$ cat src/rtl/pcs_pkg.sv
`default_nettype none
// ============================================================================
//  Module   : pcs_pkg
//  Purpose  : Shared definitions for preset_clear_seq: command opcodes,
//             sequencer state encoding and the cycle-counter reload helper.
//  Ports    : none (package)
//  Revision : 1.0  initial release
// ============================================================================
package pcs_pkg;

   // Command opcodes carried on cmd_op
   localparam logic [1:0] OP_NOP     = 2'b00;
   localparam logic [1:0] OP_CLEAR   = 2'b01;
   localparam logic [1:0] OP_PRESET  = 2'b10;
   localparam logic [1:0] OP_RELEASE = 2'b11;

   // Width of the per-state cycle counter
   localparam int CNT_W = 4;

   typedef enum logic [1:0] {
      ST_IDLE  = 2'd0,
      ST_BREAK = 2'd1,
      ST_HOLD  = 2'd2
   } pcs_state_e;

   // A state lasting n cycles is entered with n-1 loaded and leaves when
   // the counter reads zero.
   function automatic logic [CNT_W-1:0] cyc_reload(input int unsigned n);
      return CNT_W'(n - 1);
   endfunction

endpackage
`default_nettype wire

$ cat src/rtl/pcs_popcount.sv
`default_nettype none
// ============================================================================
//  Module   : pcs_popcount
//  Purpose  : Combinational population count of a WIDTH-bit vector.
//  Ports    : bits_i  [WIDTH-1:0]           vector to count
//             count_o [$clog2(WIDTH+1)-1:0] number of ones in bits_i
//  Revision : 1.0  initial release
// ============================================================================
module pcs_popcount #(
   parameter int WIDTH = 8
) (
   input  logic [WIDTH-1:0]             bits_i,
   output logic [$clog2(WIDTH+1)-1:0]   count_o
);

   localparam int CW = $clog2(WIDTH + 1);

   always_comb begin
      count_o = '0;
      for (int i = 0; i < WIDTH; i++) begin
         count_o = count_o + CW'(bits_i[i]);
      end
   end

endmodule
`default_nettype wire

$ cat src/rtl/preset_clear_seq.sv
`default_nettype none
// ============================================================================
//  Module   : preset_clear_seq
//  Purpose  : Sequences per-bit clear/preset controls for WIDTH downstream
//             flops, guaranteeing a break gap before a bit switches from one
//             control to the other and a minimum hold after raising one.
//  Ports    : clk        rising-edge clock
//             rst_n      asynchronous active-low reset (forces all clears on)
//             cmd_valid  command present
//             cmd_ready  command accepted when high with cmd_valid
//             cmd_op     00 NOP, 01 CLEAR, 10 PRESET, 11 RELEASE
//             cmd_mask   bits the command applies to
//             clear      per-bit active-high clear
//             preset     per-bit active-high preset
//             busy       sequence in progress (inverse of cmd_ready)
//             done       one-cycle completion pulse for non-NOP commands
//             forced_cnt popcount(clear|preset), only with the macro below
//  Options  : PRESET_CLEAR_SEQ_STATUS_EN adds the forced_cnt status output
//  Revision : 1.0  initial release
// ============================================================================
module preset_clear_seq
   import pcs_pkg::*;
#(
   parameter int unsigned WIDTH    = 8,
   parameter int unsigned GAP_CYC  = 1,
   parameter int unsigned HOLD_CYC = 2
) (
   input  logic                         clk,
   input  logic                         rst_n,
   input  logic                         cmd_valid,
   output logic                         cmd_ready,
   input  logic [1:0]                   cmd_op,
   input  logic [WIDTH-1:0]             cmd_mask,
   output logic [WIDTH-1:0]             clear,
   output logic [WIDTH-1:0]             preset,
   output logic                         busy,
   output logic                         done
`ifdef PRESET_CLEAR_SEQ_STATUS_EN
   ,
   output logic [$clog2(WIDTH+1)-1:0]   forced_cnt
`endif
);

   localparam logic [CNT_W-1:0] GAP_LD  = cyc_reload(GAP_CYC);
   localparam logic [CNT_W-1:0] HOLD_LD = cyc_reload(HOLD_CYC);

   pcs_state_e          state_q, state_d;
   logic [CNT_W-1:0]    cnt_q, cnt_d;
   logic [WIDTH-1:0]    clear_q, clear_d;
   logic [WIDTH-1:0]    preset_q, preset_d;
   logic [WIDTH-1:0]    mask_q, mask_d;
   logic [1:0]          op_q, op_d;
   logic                ready_q, busy_q, done_q, done_d;
   logic                accept;

   assign accept = cmd_valid & ready_q;

   always_comb begin
      state_d  = state_q;
      cnt_d    = cnt_q;
      clear_d  = clear_q;
      preset_d = preset_q;
      mask_d   = mask_q;
      op_d     = op_q;
      done_d   = 1'b0;

      case (state_q)
         ST_IDLE: begin
            // NOP and empty-mask commands are swallowed without effect
            if (accept && (cmd_op != OP_NOP) && (cmd_mask != '0)) begin
               mask_d = cmd_mask;
               op_d   = cmd_op;
               case (cmd_op)
                  OP_CLEAR: begin
                     preset_d = preset_q & ~cmd_mask;
                     // Only bits that really had the opposite control up
                     // need the break gap before the new control rises.
                     if ((preset_q & cmd_mask) != '0) begin
                        state_d = ST_BREAK;
                        cnt_d   = GAP_LD;
                     end else begin
                        clear_d = clear_q | cmd_mask;
                        state_d = ST_HOLD;
                        cnt_d   = HOLD_LD;
                     end
                  end
                  OP_PRESET: begin
                     clear_d = clear_q & ~cmd_mask;
                     if ((clear_q & cmd_mask) != '0) begin
                        state_d = ST_BREAK;
                        cnt_d   = GAP_LD;
                     end else begin
                        preset_d = preset_q | cmd_mask;
                        state_d  = ST_HOLD;
                        cnt_d    = HOLD_LD;
                     end
                  end
                  default: begin
                     // RELEASE always observes the gap so a following
                     // command cannot raise a control too early.
                     clear_d  = clear_q & ~cmd_mask;
                     preset_d = preset_q & ~cmd_mask;
                     state_d  = ST_BREAK;
                     cnt_d    = GAP_LD;
                  end
               endcase
            end
         end

         ST_BREAK: begin
            if (cnt_q == '0) begin
               if (op_q == OP_RELEASE) begin
                  state_d = ST_IDLE;
                  cnt_d   = '0;
                  done_d  = 1'b1;
               end else begin
                  if (op_q == OP_CLEAR) begin
                     clear_d = clear_q | mask_q;
                  end else begin
                     preset_d = preset_q | mask_q;
                  end
                  state_d = ST_HOLD;
                  cnt_d   = HOLD_LD;
               end
            end else begin
               cnt_d = cnt_q - 1'b1;
            end
         end

         ST_HOLD: begin
            if (cnt_q == '0) begin
               state_d = ST_IDLE;
               cnt_d   = '0;
               done_d  = 1'b1;
            end else begin
               cnt_d = cnt_q - 1'b1;
            end
         end

         default: begin
            state_d = ST_IDLE;
            cnt_d   = '0;
         end
      endcase
   end

   always_ff @(posedge clk or negedge rst_n) begin
      if (!rst_n) begin
         state_q  <= ST_IDLE;
         cnt_q    <= '0;
         clear_q  <= '1;
         preset_q <= '0;
         mask_q   <= '0;
         op_q     <= OP_NOP;
         ready_q  <= 1'b1;
         busy_q   <= 1'b0;
         done_q   <= 1'b0;
      end else begin
         state_q  <= state_d;
         cnt_q    <= cnt_d;
         clear_q  <= clear_d;
         preset_q <= preset_d;
         mask_q   <= mask_d;
         op_q     <= op_d;
         // Handshake flags are registered copies of the next state so they
         // stay aligned with state_q without a combinational output path.
         ready_q  <= (state_d == ST_IDLE);
         busy_q   <= (state_d != ST_IDLE);
         done_q   <= done_d;
      end
   end

   assign cmd_ready = ready_q;
   assign busy      = busy_q;
   assign done      = done_q;
   assign clear     = clear_q;
   assign preset    = preset_q;

`ifdef PRESET_CLEAR_SEQ_STATUS_EN
   localparam int FCW = $clog2(WIDTH + 1);

   logic [FCW-1:0] fcnt_d, fcnt_q;

   // Counting the next-state controls keeps forced_cnt aligned with the
   // registered clear/preset outputs.
   pcs_popcount #(
      .WIDTH (WIDTH)
   ) u_popcount (
      .bits_i  (clear_d | preset_d),
      .count_o (fcnt_d)
   );

   always_ff @(posedge clk or negedge rst_n) begin
      if (!rst_n) begin
         fcnt_q <= FCW'(WIDTH);
      end else begin
         fcnt_q <= fcnt_d;
      end
   end

   assign forced_cnt = fcnt_q;
`endif

endmodule
`default_nettype wire

$ cat config.mk
export PLATFORM = sky130hd
export DESIGN_NAME = preset_clear_seq
export DESIGN_NICKNAME = d
export VERILOG_FILES = /design/src/rtl/pcs_pkg.sv /design/src/rtl/pcs_popcount.sv /design/src/rtl/preset_clear_seq.sv
export SDC_FILE = /design/constraint.sdc
export NUM_CORES = 1
export LEC_CHECK = 0
export CAP_MARGIN = 10
export CORE_MARGIN = 5
export CORE_UTILIZATION = 25
export DETAILED_ROUTE_END_ITERATION = 10
export SLEW_MARGIN = 10
export SYNTH_ARGS = -nofsm -noshare
export SYNTH_HDL_FRONTEND = slang
export SYNTH_SLANG_ARGS = --single-unit
$ cat constraint.sdc
create_clock -name clk -period 2 [get_ports clk]
set_input_delay 0.4 -clock clk [delete_from_list [all_inputs] [get_ports clk]]
set_output_delay 0.4 -clock clk [all_outputs]
set_load 0.02 [all_outputs]
After elaboration in Yosys (flattened, before gate mapping)
Index checks and enable logic that the tools add are counted.

word-level totals
  flip-flop bits (word level) = 35

cells by class
  muxes and demuxes = 34
  add/sub/neg operators = 1
  reduce and logical (&&, ||, !) cells = 14
  equality and inequality tests = 13
  bitwise gates (word level) = 10

operators by type and width
  kind                   count
  $mux W8                12
  $and A8 B8 Y8          4
  $or A8 B8 Y8           4
  $pmux W8 S2            2
  $reduce_bool A8 Y1     3
  $mux W2                6
  $mux W4                3
  $pmux W4 S3            1
  $reduce_and A6 Y1      2
  $ne A2 B2 Y1 const B   5
  $not A8 Y8             1
  $pmux W4 S2            1
  $eq A2 B1 Y1 const B   3
  $eq A2 B2 Y1 const B   3
  $mux W1                6
  $ne A3 B3 Y1 const B   2
  $pmux W2 S3            1
  $reduce_bool A2 Y1     3
  $logic_not A2 Y1       2
  $logic_not A4 Y1       1
  $pmux W2 S2            1
  $sub A4 B1 Y4 const B  1
  $logic_and A1 B1 Y1    2
  $pmux W1 S2            1
  2 further kinds        2

Depth between registers and ports, before layout
  depth after elaboration = 7
  gate-level depth with buffers = 9
  mapped depth without buffers = 7

Worst setup path before layout
Ideal clock, no wire load.

  kind = register -> register
  start = reg state_q[1]
  end = reg mask_q[0]
  setup slack = 0.023 ns
  stages on the path, launching flop included = 7
  data arrival time = 1.852 ns
  clock period less this slack = 1.977 ns
  path through = dfrtp_1 > inv_1 > ha_1 > clkinv_1 > a211oi_1 > buf_2 > mux2_2

between the ends
  longest elaborated chain between the ends = 2

RTL lines
  item                                line                     RTL
  start: declaration                  preset_clear_seq.sv:47   pcs_state_e state_q, state_d;
  start signal: assignment            preset_clear_seq.sv:159  state_q <= state_d;
  $logic_not A2 Y1                    preset_clear_seq.sv:67   case (state_q)
  $reduce_and A2 Y1 (no source line)  --
  end signal: assignment              preset_clear_seq.sv:163  mask_q <= mask_d;
  end: declaration                    preset_clear_seq.sv:51   logic [WIDTH-1:0] mask_q, mask_d;

Every way passes these cells.
A chain may end at the register's enable or synchronous reset.

Worst setup path in the final report
  start = in cmd_mask[3]
  end = reg busy_q (netlist: busy)

between the ends
  longest elaborated chain between the ends = 7
  elaborated cells between the ends (all ways) = 12

RTL lines
  item                                   line                                            RTL
  start: declaration                     preset_clear_seq.sv:33                          input logic [WIDTH-1:0] cmd_mask,
  $and A8 B8 Y8 (on tied branches)       preset_clear_seq.sv:89, preset_clear_seq.sv:78
  $reduce_bool A8 Y1 (on tied branches)  preset_clear_seq.sv:89, preset_clear_seq.sv:78
  $mux W2 (on tied branches)             preset_clear_seq.sv:89, preset_clear_seq.sv:78
  $pmux W2 S2                            preset_clear_seq.sv:73                          case (cmd_op)
  $mux W2 *                              preset_clear_seq.sv:70                          if (accept && (cmd_op != OP_NOP) && (cmd_mask != '0)) begin
  $pmux W2 S3 *                          preset_clear_seq.sv:67
  named net state_d[0]                   preset_clear_seq.sv:47
  $reduce_bool A2 Y1 *                   preset_clear_seq.sv:168                         busy_q <= (state_d != ST_IDLE);
  end signal: assignment                 preset_clear_seq.sv:168
  end: declaration                       preset_clear_seq.sv:53                          logic ready_q, busy_q, done_q, done_d;

Mark *: on every way through the listed nets, which the timed path passes. The rest lies on a longest branch.

==> flow_metrics.tcl <==
set metrics [dict create \
    outcome "finished, final reports clean" \
    setup_viol 0 \
    timing.final.ws_setup_ns 0.0570 \
    crit_path_start "cmd_mask[3]" \
    worstPathCellList "clkdlybuf4s50_1 > a22oi_1 > nand4_1 > a221o_1 > a32o_1 > o21bai_1" \
    p_int_mw 2.50 \
    slew_violations 0 \
    cp-start-kind "primary input" \
    final_common_cell "buf_4" \
    hold_buffers 0 \
    p_sw_mw 1.69 \
    power_frac_clock 0.122 \
    seqPwrFrac 0.317 \
    hpwlAfterDp_mm 4.15 \
    dp_cells 367 \
    final_cell_mix "buf_4, nand2_1, dfrtp_1, clkdlybuf4s50_1, nor2_1" \
    max_freq_ghz 0.515 \
    rows 32 \
    syn_to_final_growth_pct 43.1 \
    overflow 0 \
    hp-class "flop to flop" \
    grt_max_degree 36 \
    final.period_utilization 0.971 \
    critPathTopFamily "compound AO/OA/AOI/OAI gates" \
    worst_slew_pin_slew_ns 0.470 \
    dieArea_um2 9960 \
    nets 296 \
    antenna_cells 0 \
    dp_slack_ns -0.456 \
    synthXorXnorAreaFrac 0 \
    drtIter0Drc 56 \
    slowest_delay_ns 0.52 \
    synthDistinctLibCells 44 \
    viasPerCell 4.82 \
    slew_headroom 0.687 \
    clkTransAtPathRegs_ns 0.08 \
    root_buffer "clkbuf_8" \
    worstPathArrival_ns 2.12 \
    ios 32 \
    period_minus_slack_ns 1.94 \
    netlist_area_um2 2020 \
    cpMaxStageDelayCell "clkdlybuf4s50_1" \
    start_util 0.258 \
    cts_tree "yes" \
    min_from "mask_q[5]" \
    io_buffers 31 \
    grt_setup_unrepaired "no" \
    synth_flop_cell "dfrtp_1" \
    die_w_um 99.8 \
    grtUsageTotal 0.121 \
    synthArstFlopShare 1.00 \
    pwr-share-comb 0.561 \
    placedInstanceArea_um2 2720 \
    grt_pass1_wl_mm 9.54 \
    fin_skew_ns 0.00834 \
    synth_fp_nets 225 \
    wl_per_cell_um 14.6 \
    gp_congestion 0.796 \
    leakage_nw 1.21 \
    synth_top_family_by_area "compound AO/OA/AOI/OAI gates" \
    htreeDepth 2 \
    post-route-util 0.369 \
    power_mw 4.19 \
    antenna_left 0 \
    synth_area_per_cell_um2 9.93 \
    final_area_um2 2880 \
    grt_antenna_before_repair 0 \
    worstSetupPathType "primary input to flop" \
    ir_worst_vdd_mv 0.718 \
    ys_seq_elements 35 \
    netlist_instances 203 \
    worst-path-max-fanout 4 \
    yosys_warnings 0 \
    end_kind "flop" \
    finalHoldViolations 0 \
    cap_violations 0 \
    synthMuxAreaShare 0.0559 \
    layout-drive-gt1-share 0.302 \
    numCtsBuffers 5 \
    grt_pass1_vias 1896 \
    vias 1819 \
    r2r_start "cnt_q[0]" \
    cts_max_path_buffers 2 \
    synth-simple-area-share 0.164 \
    die-height_um 99.8 \
    crit_required_ns 2.17 \
    pwr_density_cell_nw_per_um2 1450 \
    switching_share 0.404 \
    drc 0 \
    synth-adder-area-share 0.0559 \
    ys_seq_area_frac 0.440 \
    cp_num_buf_inv 1 \
    finalWirelength_mm 5.52 \
    cts.sinks 35 \
    drt_pass1_iterations 4 \
    coreArea_um2 7810 \
    synth_edf_count 0 \
    clock_latency_ns 0.29 \
    final_cells 377 \
    synth_compound_gate_area_share 0.256 \
]
-- power groups by stage --
stage | Clock, mW | Combinational (mW) | Sequential, mW
floorplan | 0 | 1.19 | 1.47
global placement | 0 | 2.24 | 1.33
CTS | 0.530 | 2.35 | 1.33
global route | 0.564 | 2.60 | 1.37
detailed placement | 0 | 2.28 | 1.33
finish | 0.512 | 2.35 | 1.33
-- area by class of cell --
cell class | instances | area, um2
Clock inverter | 2 | 12.5
Multi-Input combinational cell | 153 | 1130
Inverter | 10 | 37.5
Tap cell | 102 | 128
Timing Repair Buffer | 69 | 616
Sequential cell | 35 | 887
Fill cell | 794 | 4920
Clock buffer | 6 | 72.6
-- final timing paths --
path | end | slack [ns] | depth (start not counted)
max in group asynchronous | asynchronous set/reset pin | 1.11 | 2
setup / recovery | busy | 0.06 | 6
hold / removal | mask_q[5] | 0.51 | 1
min in group asynchronous | asynchronous set/reset pin | 0.53 | 2
hold reg to reg | mask_q[5] | 0.51 | 1
setup reg to reg | flop | 0.10 | 7
-- per-stage QoR --
step                hold slack [ns]  setup TNS, ns
finish                        0.509              0
global route                  0.528              0
CTS                           0.514              0
detailed placement            0.496         -13.19
global placement              0.490         -10.83
floorplan                     0.104              0
-- Yosys cell counts (2+ instances only) --
cell / instances / share of area
ha_1: 9 / 0.056
a22oi_1: 8 / 0.030
nor2_1: 18 / 0.034
a21oi_1: 16 / 0.040
o22ai_1: 2 / 0.0062
dfstp_2: 9 / 0.12
a211oi_1: 2 / 0.0074
dfrtp_1: 26 / 0.32
o21ai_0: 13 / 0.032
nand2_1: 26 / 0.048
o31ai_1: 3 / 0.011
mux2_2: 10 / 0.056
nand4_1: 2 / 0.0062
o21a_1: 17 / 0.063
nor4_2: 2 / 0.012
clkbuf_1: 3 / 0.0056
inv_1: 9 / 0.017
nor4b_4: 2 / 0.024
-- timing repair --
| action | 4_1_cts | 5_1_grt |
|---|---|---|
| buffers inserted | 2 | 0 |
| cloned | 0 | 0 |
| resized for setup | 19 | 4 |
| pin swaps | 2 | 1 |
| setup endpoints to repair | 32 | 12 |
-- layer usage --
metal	track usage	share of wire	up-vias	wire, um
met3	0.0299	0.041	6	225
li1	-	-	882	-
met5	0	0	-	0
met2	0.193	0.49	31	2700
met1	0.158	0.45	900	2510
met4	0.0462	0.015	0	81
-- cell families (layout without fill, tap and decap cells) --
logic type | count (synthesis) | count (layout)
compound gates | 74 | 74
simple gates | 60 | 60
flops | 35 | 35
buf+inv | 15 | 87
mux | 10 | 10
fa+ha+maj | 9 | 9
-- worst register-to-register path, delay by kind of cell (launching register included) --
kind	cells	cell delay, ns
adder cells (fa/ha/maj)	1	0.15
flip-flops	1	0.39
AO/OA/AOI/OAI	3	0.66
buffers and inverters	2	0.25
AND/OR/NAND/NOR	1	0.41
Note: power is estimated with default switching activity, not from simulation.
